==> src/rtl/io_controller_pkg.sv <==
// ---------------------------------------------------------------------------
// io_controller_pkg
//   Shared definitions for the board-side I/O stage:
//   - DIGIT_COUNT : number of multiplexed seven-segment digits
//   - digit_idx_t : index of the currently lit digit (value 3 never used)
//   - hex7()      : nibble to active-high {g,f,e,d,c,b,a} glyph
//   - next_digit(): digit index advance 0 -> 1 -> 2 -> 0
// ---------------------------------------------------------------------------
package io_controller_pkg;

    localparam int DIGIT_COUNT = 3;

    typedef enum logic [1:0] {
        DIGIT_0 = 2'd0,
        DIGIT_1 = 2'd1,
        DIGIT_2 = 2'd2
    } digit_idx_t;

    function automatic logic [6:0] hex7(input logic [3:0] nibble);
        hex7 = 7'h00;
        case (nibble)
            4'h0: hex7 = 7'h3F;
            4'h1: hex7 = 7'h06;
            4'h2: hex7 = 7'h5B;
            4'h3: hex7 = 7'h4F;
            4'h4: hex7 = 7'h66;
            4'h5: hex7 = 7'h6D;
            4'h6: hex7 = 7'h7D;
            4'h7: hex7 = 7'h07;
            4'h8: hex7 = 7'h7F;
            4'h9: hex7 = 7'h6F;
            4'hA: hex7 = 7'h77;
            4'hB: hex7 = 7'h7C;
            4'hC: hex7 = 7'h39;
            4'hD: hex7 = 7'h5E;
            4'hE: hex7 = 7'h79;
            4'hF: hex7 = 7'h71;
        endcase
    endfunction

    function automatic digit_idx_t next_digit(input digit_idx_t idx);
        case (idx)
            DIGIT_0: next_digit = DIGIT_1;
            DIGIT_1: next_digit = DIGIT_2;
            default: next_digit = DIGIT_0;
        endcase
    endfunction

endpackage

==> src/rtl/io_controller_debouncer.sv <==
// ---------------------------------------------------------------------------
// io_debouncer
//   One input bit: SYNC_STAGES-deep synchroniser followed by a stability
//   counter. A synced value that differs from the accepted value for
//   DEBOUNCE_CYCLES consecutive cycles becomes the new accepted value; any
//   return to the accepted value restarts the count from zero.
// Ports
//   clock    in  system clock
//   reset    in  asynchronous active-low reset
//   i_pin    in  raw asynchronous pin
//   o_value  out accepted (debounced) value
//   o_accept out high in the cycle before o_value changes, i.e. the new
//                value is loaded on the coming edge
// ---------------------------------------------------------------------------
module io_debouncer
    import io_controller_pkg::*;
#(
    parameter int SYNC_STAGES     = 2,
    parameter int DEBOUNCE_CYCLES = 50000
) (
    input  logic clock,
    input  logic reset,
    input  logic i_pin,
    output logic o_value,
    output logic o_accept
);

    localparam int                CNT_W   = $clog2(DEBOUNCE_CYCLES);
    localparam logic [CNT_W-1:0]  CNT_MAX = CNT_W'(DEBOUNCE_CYCLES - 1);

    logic [SYNC_STAGES-1:0] r_sync;
    logic [CNT_W-1:0]       r_cnt;
    logic                   r_value;
    logic                   w_synced;
    logic                   w_differs;
    logic                   w_accept;

    assign w_synced  = r_sync[SYNC_STAGES-1];
    assign w_differs = (w_synced != r_value);
    assign w_accept  = w_differs && (r_cnt == CNT_MAX);

    // NOTE: state is updated with non-blocking assignments so every flop
    // samples the pre-edge values, which is what makes the sync chain shift.
    always_ff @(posedge clock or negedge reset) begin
        if (!reset) begin
            r_sync  <= '0;
            r_cnt   <= '0;
            r_value <= 1'b0;
        end else begin
            r_sync <= {r_sync[SYNC_STAGES-2:0], i_pin};
            if (!w_differs) begin
                r_cnt <= '0;
            end else if (w_accept) begin
                r_value <= w_synced;
                r_cnt   <= '0;
            end else begin
                r_cnt <= r_cnt + CNT_W'(1);
            end
        end
    end

    assign o_value  = r_value;
    assign o_accept = w_accept;

endmodule

==> src/rtl/io_controller.sv <==
// ---------------------------------------------------------------------------
// io_controller
//   Board-side I/O stage between the FPGA pins and the core's io bus.
// Ports
//   clock          in  system clock, rising edge
//   reset          in  asynchronous active-low reset
//   pin_in         in  raw switch/button pins [IO_WIDTH]
//   io_input_bus   out debounced pins to the core [IO_WIDTH]
//   io_input_event out one-cycle pulse in the cycle io_input_bus changes
//   io_output_bus  in  core output value [IO_WIDTH]
//   led_out        out registered io_output_bus [IO_WIDTH]
//   seg_out        out segments {g,f,e,d,c,b,a}, active-low
//   digit_en       out digit anodes, active-low, bit0 = least significant
// ---------------------------------------------------------------------------
module io_controller
    import io_controller_pkg::*;
#(
    parameter int IO_WIDTH        = 11,
    parameter int SYNC_STAGES     = 2,
    parameter int DEBOUNCE_CYCLES = 50000,
    parameter int REFRESH_CYCLES  = 50000
) (
    input  logic                clock,
    input  logic                reset,
    input  logic [IO_WIDTH-1:0] pin_in,
    output logic [IO_WIDTH-1:0] io_input_bus,
    output logic                io_input_event,
    input  logic [IO_WIDTH-1:0] io_output_bus,
    output logic [IO_WIDTH-1:0] led_out,
    output logic [6:0]          seg_out,
    output logic [DIGIT_COUNT-1:0] digit_en
);

    localparam int               REF_W   = $clog2(REFRESH_CYCLES);
    localparam logic [REF_W-1:0] REF_MAX = REF_W'(REFRESH_CYCLES - 1);

    logic [IO_WIDTH-1:0] w_value;
    logic [IO_WIDTH-1:0] w_accept;
    logic [10:0]         w_led_ext;
    logic [3:0]          w_nibble;
    logic [REF_W-1:0]    r_refresh;
    digit_idx_t          r_digit;

    // ---------------- input path ----------------
    for (genvar i = 0; i < IO_WIDTH; i++) begin : g_deb
        io_debouncer #(
            .SYNC_STAGES     (SYNC_STAGES),
            .DEBOUNCE_CYCLES (DEBOUNCE_CYCLES)
        ) u_deb (
            .clock    (clock),
            .reset    (reset),
            .i_pin    (pin_in[i]),
            .o_value  (w_value[i]),
            .o_accept (w_accept[i])
        );
    end

    assign io_input_bus = w_value;

    // Accept strobes are sampled on the same edge that loads the new bus
    // value, so the pulse coincides with the change and simultaneous bits
    // merge into one pulse.
    always_ff @(posedge clock or negedge reset) begin
        if (!reset) begin
            io_input_event <= 1'b0;
            led_out        <= '0;
        end else begin
            io_input_event <= |w_accept;
            led_out        <= io_output_bus;
        end
    end

    // ---------------- display path ----------------
    always_ff @(posedge clock or negedge reset) begin
        if (!reset) begin
            r_refresh <= '0;
            r_digit   <= DIGIT_0;
        end else if (r_refresh == REF_MAX) begin
            r_refresh <= '0;
            r_digit   <= next_digit(r_digit);
        end else begin
            r_refresh <= r_refresh + REF_W'(1);
        end
    end

    // NOTE: every variable written here gets a default first, so no path
    // through the block can leave it unassigned and infer a latch.
    always_comb begin
        w_led_ext = '0;
        for (int b = 0; b < IO_WIDTH && b < 11; b++) begin
            w_led_ext[b] = led_out[b];
        end
        w_nibble = w_led_ext[3:0];
        case (r_digit)
            DIGIT_1: w_nibble = w_led_ext[7:4];
            DIGIT_2: w_nibble = {1'b0, w_led_ext[10:8]};
            default: w_nibble = w_led_ext[3:0];
        endcase
    end

    // Segments and anodes share one register stage so they never disagree.
    always_ff @(posedge clock or negedge reset) begin
        if (!reset) begin
            seg_out  <= 7'h7F;
            digit_en <= '1;
        end else begin
            seg_out  <= ~hex7(w_nibble);
            digit_en <= ~(DIGIT_COUNT'(1) << r_digit);
        end
    end

endmodule
==> config.mk <==
export PLATFORM = sky130hd
export DESIGN_NAME = io_controller
export DESIGN_NICKNAME = d
export VERILOG_FILES = /design/src/rtl/io_controller_pkg.sv /design/src/rtl/io_controller_debouncer.sv /design/src/rtl/io_controller.sv
export SDC_FILE = /design/constraint.sdc
export NUM_CORES = 1
export LEC_CHECK = 0
export ABC_AREA = 0
export BUFFER_PORTS_ARGS = -buffer_cell sky130_fd_sc_hd__buf_2
export CAP_MARGIN = 10
export CORE_ASPECT_RATIO = 0.8
export CORE_UTILIZATION = 55
export DETAILED_ROUTE_END_ITERATION = 16
export GPL_TIMING_DRIVEN = 0
export PLACE_DENSITY = 0.78
export SKIP_LAST_GASP = 1
export SYNTH_ARGS = -nofsm -noshare
export SYNTH_HDL_FRONTEND = slang
export SYNTH_SLANG_ARGS = --single-unit
==> constraint.sdc <==
create_clock -name clock -period 2 [get_ports clock]
set_input_delay 0.2 -clock clock [delete_from_list [all_inputs] [get_ports clock]]
set_output_delay 0.2 -clock clock [all_outputs]
set_load 0.05 [all_outputs]
==> run metrics, run 1 <==
status=finished with violations; failing checks=negative setup slack; ant diodes=0; Reg area=6240 sq um; R2R depth=5; Async S/R FF share, synth=1.00; clk root buf=clkbuf_16; Final Hold Viols=0; post-DR wirelength/cell=between 10 and 15 um; Tot GR Track Use=0.197; Antenna Nets Post-Route=0; CTS clk-pin slew, worst paths=approximately 60 ps; Vias/cell=about 5.2; Slowest cell on crit path=or4b_1; worst path bufs/invs=1; DP HPWL=12,800 um; Worst slew margin=0.404; P&R area growth vs syn=19.9%; fin nets=1,260; DRC violations left=0; dpl ws=-508 ps; Worst R2R End=g_deb[10].u_deb.r_cnt[0]; Max-cap violations=0; critical path startpoint category=flop; RSZ-0062 raised after global routing=yes; synthesized flop and latch total=249; EDFF count, synth=0; Arrival @ worst endpoint=2470 ps; grt met2 use=0.317; sequential area share after synthesis=0.552; grt peak-use layer=met2; Num CTS Buffers=24; CP top delay family=simple AND/OR/NAND/NOR gates; worst min path class=in -> reg; worst hold start=io_output_bus[5]; Worst Clk Skew=20.7 ps; syn_nets=1,134; GPL Wtd Cong=0.823; Pleak=0.00600 uW; first-pass GRT wire length=34,600 um; Skew-Pair Late Insertion Delay=530 ps; final-report max-slew violation count=0; clock sink count=249; multi-input logic area=5050 sq um; Mapped Area=roughly 11,000 sq um; Tmin final=roughly 2100 ps; flop2flop setup slack=-70 ps; Post-Synthesis Cells=1,087; initial antenna violation count=0; crit-path cells=or4b_1 -> or4_4 -> o41ai_4 -> buf_6 -> nor2_1; warnings from Yosys=0; GRT met1 Usage=0.286; largest net degree at the start of global routing=129; TritonCTS clock tree=done; design area=13,600 sq um; top_reg_cell synth=dfrtp_1; Clock Tree Buf Depth=3; # fillers=around 1,400; die extent in x=about 160 um; die height=130 um; Slew @ Worst Pin=between 800 and 900 ps; hold depth=2; area share of the largest cell type after synthesis=0.529; Critical Path RT=2400 ps; total grt overflow=0; CP peak stage delay=between 500 and 600 ps; nature of the critical path endpoint=flop; row count=46; drt first pass iters=4; Pwr Density=755 nW/um^2; Post-DP Area=approximately 12,000 sq um; DR iter-0 viols=432; peak fanout along the critical path=10; share of cells above drive strength 1=0.188; Hold Slack=just over 300 ps; Critical R2R Launch=g_deb[10].u_deb.r_cnt[7]; DR vias=about 8,000; top-level port count=57; Port Buffers=56; CP Class=reg -> reg; hold endpoint=led_out[5]; DRT Wirelength=21,000 um; Initial Utilization=0.566; Final WS setup=-73.6 ps; Avg Inst Size Synth=10.4 sq um; largest cells by area after synthesis=dfrtp_1, xnor2_1, nor2_1; peak supply drop=0.000823 V; largest area contributor in the netlist=dfrtp_1; number of setup violations in the final report=18; DIE AREA=21,100 sq um; library cells used by synthesis=42; Core Box Area=20,000 sq um; vias in the first global route=between 7,000 and 8,000; period utilization=1.04; grt met3 use=0.0337; Max Freq=between 400 and 500 MHz; htree depth=1
-- placed cells by master (no fill, tap or decap), types with 5 or more instances in the layout --
master           n
and3_1          42
or2_4            6
dlygate4sd3_1   23
xor2_1          74
clkinv_2         8
inv_1           31
or2_2            6
or3_1           11
dfstp_2         10
buf_2           56
nor4_4           5
nand2_1         49
nor3_1          19
nand3_1         81
nor4b_1          7
clkbuf_4         6
buf_4           42
nor4_1          13
dfrtp_1        239
mux2_2          11
clkbuf_16       26
clkbuf_1         8
and2_1           8
nor2_1         213
ha_4             5
xnor2_1        100
a21oi_2          5
nand4_1         24
ha_1            17
o21ai_0         10
-- where the power goes --
part / total [uW] / switching, uW / internal, uW
clock: 4420 / 1880 / 2550
combinational: 586 / 371 / 215
sequential: 5220 / 69.4 / 5150
-- how the worst max path moves through the flow --
stage                              start                  endpoint  slack (ps)  cells after the start
2_1_floorplan  g_deb[10].u_deb.r_cnt[12]  g_deb[10].u_deb.r_cnt[8]         -40                      5
6_report        g_deb[10].u_deb.r_cnt[7]  g_deb[10].u_deb.r_cnt[0]         -70                      5
3_3_place_gp                       reset                led_out[1]       -3640                      1
4_1_cts         g_deb[10].u_deb.r_cnt[7]  g_deb[10].u_deb.r_cnt[0]        -170                      5
5_1_grt         g_deb[10].u_deb.r_cnt[7]  g_deb[10].u_deb.r_cnt[0]        -160                      5
3_5_place_dp     g_deb[2].u_deb.r_cnt[0]  g_deb[2].u_deb.r_cnt[10]        -510                      8
-- per-layer routing --
metal | vias to the layer above | share of wire
met5 | - | 0
met4 | 0 | 0.014
met3 | 29 | 0.038
met2 | 109 | 0.47
met1 | 3824 | 0.48
li1 | 3875 | -
-- timing repair --
action / in CTS / in global routing
pin swaps: 10 / 17
endpoints found under the hold margin: 143 / 0
gates cloned: 0 / 2
endpoints found under the setup margin: 175 / 118
hold buffers: 23 / 0
buffers inserted: 15 / 16
gates resized for setup: 36 / 36
-- synth_stat cells, types with 5 or more instances --
master    number
dfstp_2       10
ha_1          23
mux2_2        14
nand3_1       83
o21ai_0       11
nand2_1       49
nor2_1       219
xor2_1        74
or4_1          5
or3_1         11
clkbuf_1      22
nand4_1       24
a21oi_1        7
nor4_1        19
nor4b_1        7
dfrtp_1      239
and3_1        43
and2_1         8
inv_1         34
or2_2         12
xnor2_1      100
nor3_1        24
buf_4         13
-- registers in the layout, indices dropped and copies added, names as in the netlist --
signal	count
seg_out	7
g_deb.u_deb.r_cnt	176
digit_en	3
r_digit	2
io_input_event	1
g_deb.u_deb.r_sync	22
led_out	11
r_refresh	16
g_deb.u_deb.o_value	11
-- per-stage QoR --
stage                     total power, uW  cells  utilization  setup TNS, ps
after floorplan                      5590   1087            -           -363
after global placement               5780   1407        0.601        -917090
after CTS                           10300   1481        0.665          -2510
final                               10200   1494        0.679           -921
after detailed placement             5800   1408        0.603         -37010
after global routing                10600   1494        0.679          -3120
-- kinds of logic after synthesis --
kind of cell,count (synthesis),share of synthesized area
buf+inv,73,0.0296
fa+ha+maj,23,0.0255
mux,16,0.0157
compound gates,30,0.0178
flops,249,0.552
simple gates,522,0.224
xor+xnor,174,0.135
-- layout make-up --
cell class,count,area share
buffer,26,0.0150
clock buffer,31,0.0477
clock inverter,12,0.00914
inverter,34,0.00942
multi-input combinational,765,0.372
sequential,249,0.461
tap,264,0.0244
timing repair buffer,113,0.0613
Power figures use the tool's default switching activity.
==> run 2, diff against run 1 <==
--- a/config.mk
+++ b/config.mk
@@ -6,13 +6,13 @@
 export NUM_CORES = 1
 export LEC_CHECK = 0
 export ABC_AREA = 0
-export BUFFER_PORTS_ARGS = -buffer_cell sky130_fd_sc_hd__buf_2
 export CAP_MARGIN = 10
 export CORE_ASPECT_RATIO = 0.8
 export CORE_UTILIZATION = 55
 export DETAILED_ROUTE_END_ITERATION = 16
+export DONT_BUFFER_PORTS = 1
 export GPL_TIMING_DRIVEN = 0
-export PLACE_DENSITY = 0.78
+export PLACE_DENSITY = 0.75
 export SKIP_LAST_GASP = 1
 export SYNTH_ARGS = -nofsm -noshare
 export SYNTH_HDL_FRONTEND = slang
==> constraint.sdc (replaced) <==
create_clock -name clock -period 1.7 [get_ports clock]
set_input_delay 0.17 -clock clock [delete_from_list [all_inputs] [get_ports clock]]
set_output_delay 0.17 -clock clock [all_outputs]
set_load 0.05 [all_outputs]
==> run 2 against run 1 <==
Against the previous run:
- the flow finishes with violations (negative hold slack, negative setup slack)
- via count increased by 4.4%
- die area unchanged
- non-clock buffer count increased by 27
- wire length increased by 15%
- clock skew decreased by 11 ps
- worst setup slack got worse by 270 ps
- sequential power increased by 20%
- cell count increased by 2.1%
- core utilization increased by 7.1 points
- sequential share of layout area decreased by 4.3 points
- critical path type unchanged
- critical endpoint is now g_deb[10].u_deb.r_cnt[5]
- largest cell class unchanged
==> run metrics, run 2 (synthesized netlist as in run 1, its figures left out) <==
flop2flop setup slack=-340 ps; Skew-Pair Late Insertion Delay=530 ps; RSZ-0062 raised after global routing=yes; WL met3=slightly above 900 um; Critical Path RT=~2100 ps; Tot GR Track Use=0.229; critical path startpoint category=flop; worst min path class=in -> async; met1 WL=11,200 um; Pwr Density=873 nW/um^2; Design Power=13,100 uW; CTS clk-pin slew, worst paths=60 ps; first-pass GRT wire length=roughly 39,000 um; Num CTS Buffers=26; Initial Utilization=0.566; CTS Hold Bufs=22; clock sink count=around 250; Top Registers=g_deb.u_deb.r_cnt (176), g_deb.u_deb.r_sync (22), r_refresh (16); htree depth=1; Post-DP Area=12,100 sq um; design area=roughly 15,000 sq um; DR vias=8,182; Worst slew margin=0.587; Slowest cell on crit path=or4b_1; Largest Register=g_deb.u_deb.r_cnt; top-level port count=57; Antenna Nets Post-Route=0; TritonCTS clock tree=done; status=finished with violations; Clock Tree Buf Depth=3; clk root buf=clkbuf_16; Tmin final=2040 ps; Slew @ Worst Pin=614 ps; DRC violations left=0; initial antenna violation count=0; DP HPWL=12,800 um; Vias/cell=5.36; Final WS setup=-344 ps; ant diodes=0; CP Class=reg -> reg; DR iter-0 viols=532; routed length on met2=about 12,000 um; failing checks=negative hold slack, negative setup slack; final-report max-slew violation count=0; CP peak stage delay=between 500 and 600 ps; Max Freq=roughly 490 MHz; P&R area growth vs syn=32.4%; total grt overflow=0; Port Buffers=0; vias in the first global route=~8,000; Final Hold Viols=249; peak fanout along the critical path=10; period utilization=1.20; number of setup violations in the final report=94; nature of the critical path endpoint=flop; fin nets=1,289; post-DR wirelength/cell=15.9 um; Core Box Area=20,000 sq um; Arrival @ worst endpoint=2450 ps; DRT Wirelength=~24,000 um; most common cell after layout, fill and taps aside=dfrtp_1; row count=46; Hold Slack=-666 ps; Max-cap violations=0; most frequent cells in the layout=dfrtp_1, nor2_1, buf_4, xnor2_1, nand3_1; Pleak=0.00641 uW; Worst Clk Skew=9.60 ps; drt first pass iters=5; crit-path cells=or4b_1 -> or4_4 -> o41ai_4 -> buf_6 -> nor2_1; DIE AREA=21,100 sq um; die height=130 um; largest net degree at the start of global routing=250; GPL Wtd Cong=roughly 0.81; max FFs per register=176; highest routed layer=met4; peak supply drop=0.000744 V; share of cells above drive strength 1=0.316; die extent in x=162 um
-- run 2: area by class of cell --
class | count | area [sq um]
plain buffers | 25 | 283
clock inverters | 13 | 199
multi-input cells | 765 | 5770
inverters | 34 | 130
well taps | 264 | 330
repair buffers | 141 | 1260
flip-flops and latches | 249 | 6250
fillers | 1264 | 5010
clock buffers | 35 | 746
-- run 2: what timing repair did --
item                       4_1_cts  5_1_grt
cloned                           4        1
buffers inserted                91       29
pin swaps                       59       40
resized for setup              133      106
hold endpoints to repair       271      249
setup endpoints to repair      200      179
-- run 2: worst max-delay path: cells and delay by family, from the launching register on --
| family | cells | cell delay (ps) |
|---|---|---|
| buf+inv | 1 | 200 |
| compound gates | 1 | 310 |
| simple gates | 3 | 1040 |
| flops | 1 | 380 |
-- run 2: power by group --
group	internal, uW	switching [uW]
Sequential	6060	196
Combinational	361	299
Clock	3840	2320
-- run 2: routing by layer --
metal	up-vias	GRT usage
met3	40	0.0397
li1	3945	-
met5	-	0
met2	150	0.376
met1	4047	0.318
met4	0	0.0544
-- run 2: worst paths after layout --
kind / startpoint / cells past startpoint / endpoint
worst max-delay path: g_deb[10].u_deb.r_cnt[7] / 5 / g_deb[10].u_deb.r_cnt[5]
worst min-delay path: reset / 0 / g_deb[0].u_deb.r_cnt[0]
worst max register to register: g_deb[10].u_deb.r_cnt[7] / 5 / g_deb[10].u_deb.r_cnt[5]
worst min register to register: g_deb[7].u_deb.r_sync[0] / 0 / g_deb[7].u_deb.r_sync[1]
max in group asynchronous: reset / 0 / g_deb[1].u_deb.r_cnt[4]
min in group clock: pin_in[9] / 1 / g_deb[9].u_deb.r_sync[0]
-- run 2: through the flow --
step	util	setup slack [ps]	TNS (ps)	hold slack [ps]	std cells
finish	0.749	-344	-17240	-666	1526
global route	0.749	-451	-24830	-685	1526
CTS	0.724	-425	-17100	-669	1505
detailed placement	0.604	-490	-42320	-118	1351
global placement	0.604	-495	-40120	-114	1351
floorplan	-	-337	-11340	-126	1087
==> run 3, diff against run 2 <==
--- a/config.mk
+++ b/config.mk
@@ -17,3 +17,4 @@
 export SYNTH_ARGS = -nofsm -noshare
 export SYNTH_HDL_FRONTEND = slang
 export SYNTH_SLANG_ARGS = --single-unit
+export TNS_END_PERCENT = 20
==> run 3 against run 2 <==
Against the previous run:
- the flow still finishes with violations (negative hold slack, negative setup slack)
- core utilization shrank 6.8 points
- cell count is 5.0% lower
- sequential share of layout area is 4.1 points higher
- largest power group unchanged
==> run metrics, run 3 (synthesized netlist as in run 1, its figures left out) <==
clk root buf=clkbuf_16; clock sink count=~250; CTS clk-pin slew, worst paths=60 ps; Worst Clk Skew=11.6 ps; peak supply drop=0.000706 V; Top Registers=g_deb.u_deb.r_cnt (176), g_deb.u_deb.r_sync (22), r_refresh (16); Clock Tree Buf Depth=3; CP Class=reg -> reg; top-level port count=57; nature of the critical path endpoint=flop; Max-cap violations=0; fin nets=1,213; RSZ-0062 raised after global routing=yes; Port Buffers=0; row count=46; period utilization=1.22; DRC violations left=0; most frequent cells in the layout=dfrtp_1, nor2_1, xnor2_1, nand3_1, xor2_1; Final WS setup=-379 ps; critical path startpoint category=flop; vias in the first global route=7,301; htree depth=1; Slowest cell on crit path=or4b_4; grt peak-use layer=met2; share of cells above drive strength 1=0.189; Critical Path RT=~2100 ps; R2R depth=4; die height=130 um; final-report max-slew violation count=0; Max Freq=481 MHz; total grt overflow=0; Critical R2R Launch=g_deb[10].u_deb.r_cnt[12]; peak fanout along the critical path=3; DIE AREA=21,100 sq um; failing checks=negative hold slack, negative setup slack; Largest Register=g_deb.u_deb.r_cnt; P&R area growth vs syn=20.4%; Final Hold Viols=around 250; CP peak stage delay=510 ps; TritonCTS clock tree=done; max FFs per register=approximately 180; DP HPWL=12,800 um; number of setup violations in the final report=171; Critical Path Source=g_deb[10].u_deb.r_cnt[12]; worst path bufs/invs=0; GRT met1 Usage=0.294; DR vias=approximately 7,700; Antenna Nets Post-Route=0; Vias/cell=5.28; Skew-Pair Late Insertion Delay=530 ps; DRT Wirelength=21,800 um; CTS Hold Bufs=22; grt met2 use=0.308; dpl ws=-876 ps; Num CTS Buffers=26; worst min path class=in -> async; Initial Utilization=0.566; status=finished with violations; grt met3 use=0.0327; Core Box Area=20,000 sq um; ant diodes=0; crit-path cells=or4b_4 -> or4_4 -> nor4_4 -> mux2_2; CP top delay family=simple AND/OR/NAND/NOR gates; Slew @ Worst Pin=roughly 650 ps; cell depth of the worst setup path=4; Tot GR Track Use=0.199; die extent in x=162 um; Worst slew margin=0.562; drt first pass iters=5; GPL Wtd Cong=about 0.83; largest net degree at the start of global routing=250; # fillers=about 1,400; first-pass GRT wire length=between 30,000 and 40,000 um; Tmin final=2080 ps; initial antenna violation count=0; Pwr Density=904 nW/um^2; Hold Slack=-656 ps; Arrival @ worst endpoint=about 2500 ps; most common cell after layout, fill and taps aside=dfrtp_1; post-DR wirelength/cell=15.0 um; DR iter-0 viols=450; Pleak=0.00585 uW
## run 3: area by class of cell
| class | instances | area (sq um) | area share |
|---|---|---|---|
| Multi-Input combinational cell | 765 | 5210 | 0.383 |
| Timing Repair Buffer | 63 | 583 | 0.0428 |
| Clock buffer | 41 | 818 | 0.0601 |
| Buffer | 27 | 249 | 0.0183 |
| Inverter | 34 | 130 | 0.00956 |
| Clock inverter | 7 | 41.3 | 0.00303 |
| Tap cell | 264 | 330 | 0.0243 |
| Sequential cell | 249 | 6250 | 0.459 |
## run 3: metrics by stage
| step | total power, uW | cell area, sq um | cells | TNS [ps] | util |
|---|---|---|---|---|---|
| after global placement | 6650 | 11800 | 1351 | -92000 | 0.592 |
| after global routing | 12700 | 13600 | 1450 | -42780 | 0.681 |
| after CTS | 12300 | 13100 | 1422 | -31020 | 0.657 |
| after floorplan | 6580 | 11500 | 1087 | -35550 | - |
| after detailed placement | 6660 | 11800 | 1351 | -100210 | 0.592 |
| final | 12300 | 13600 | 1450 | -24980 | 0.681 |
## run 3: worst paths after layout
check	to	slack (ps)
worst max-delay path	g_deb[10].u_deb.o_value	-380
worst min-delay path	g_deb[7].u_deb.r_cnt[14]	-660
worst max register to register	g_deb[10].u_deb.o_value	-380
worst min register to register	g_deb[4].u_deb.r_sync[1]	340
max in group asynchronous	led_out[9]	1890
min in group clock	g_deb[8].u_deb.r_sync[0]	200
## run 3: worst reg2reg max path: stages, from the launching register on
cell,delay (ps)
dfrtp_1,410
or4b_4,510
or4_4,470
nor4_4,220
mux2_2,370
## run 3: what timing repair did
action / CTS / global route
gates resized for setup: 45 / 63
setup buffers: 11 / 26
endpoints found under the setup margin: 204 / 205
gates cloned: 0 / 4
endpoints found under the hold margin: 271 / 249
pin swaps: 10 / 22
## run 3: layer usage
metal  share of wire  vias up
li1                -     3782
met1            0.48     3744
met2            0.47       97
met3           0.028       37
met4           0.017        0
met5               0        -
## run 3: report_power, final
| part | internal (uW) | switching [uW] | leakage [uW] |
|---|---|---|---|
| clock | 3300 | 2270 | 0.000428 |
| combinational | 245 | 226 | 0.00210 |
| sequential | 6060 | 193 | 0.00332 |
| total | 9600 | 2690 | 0.00585 |
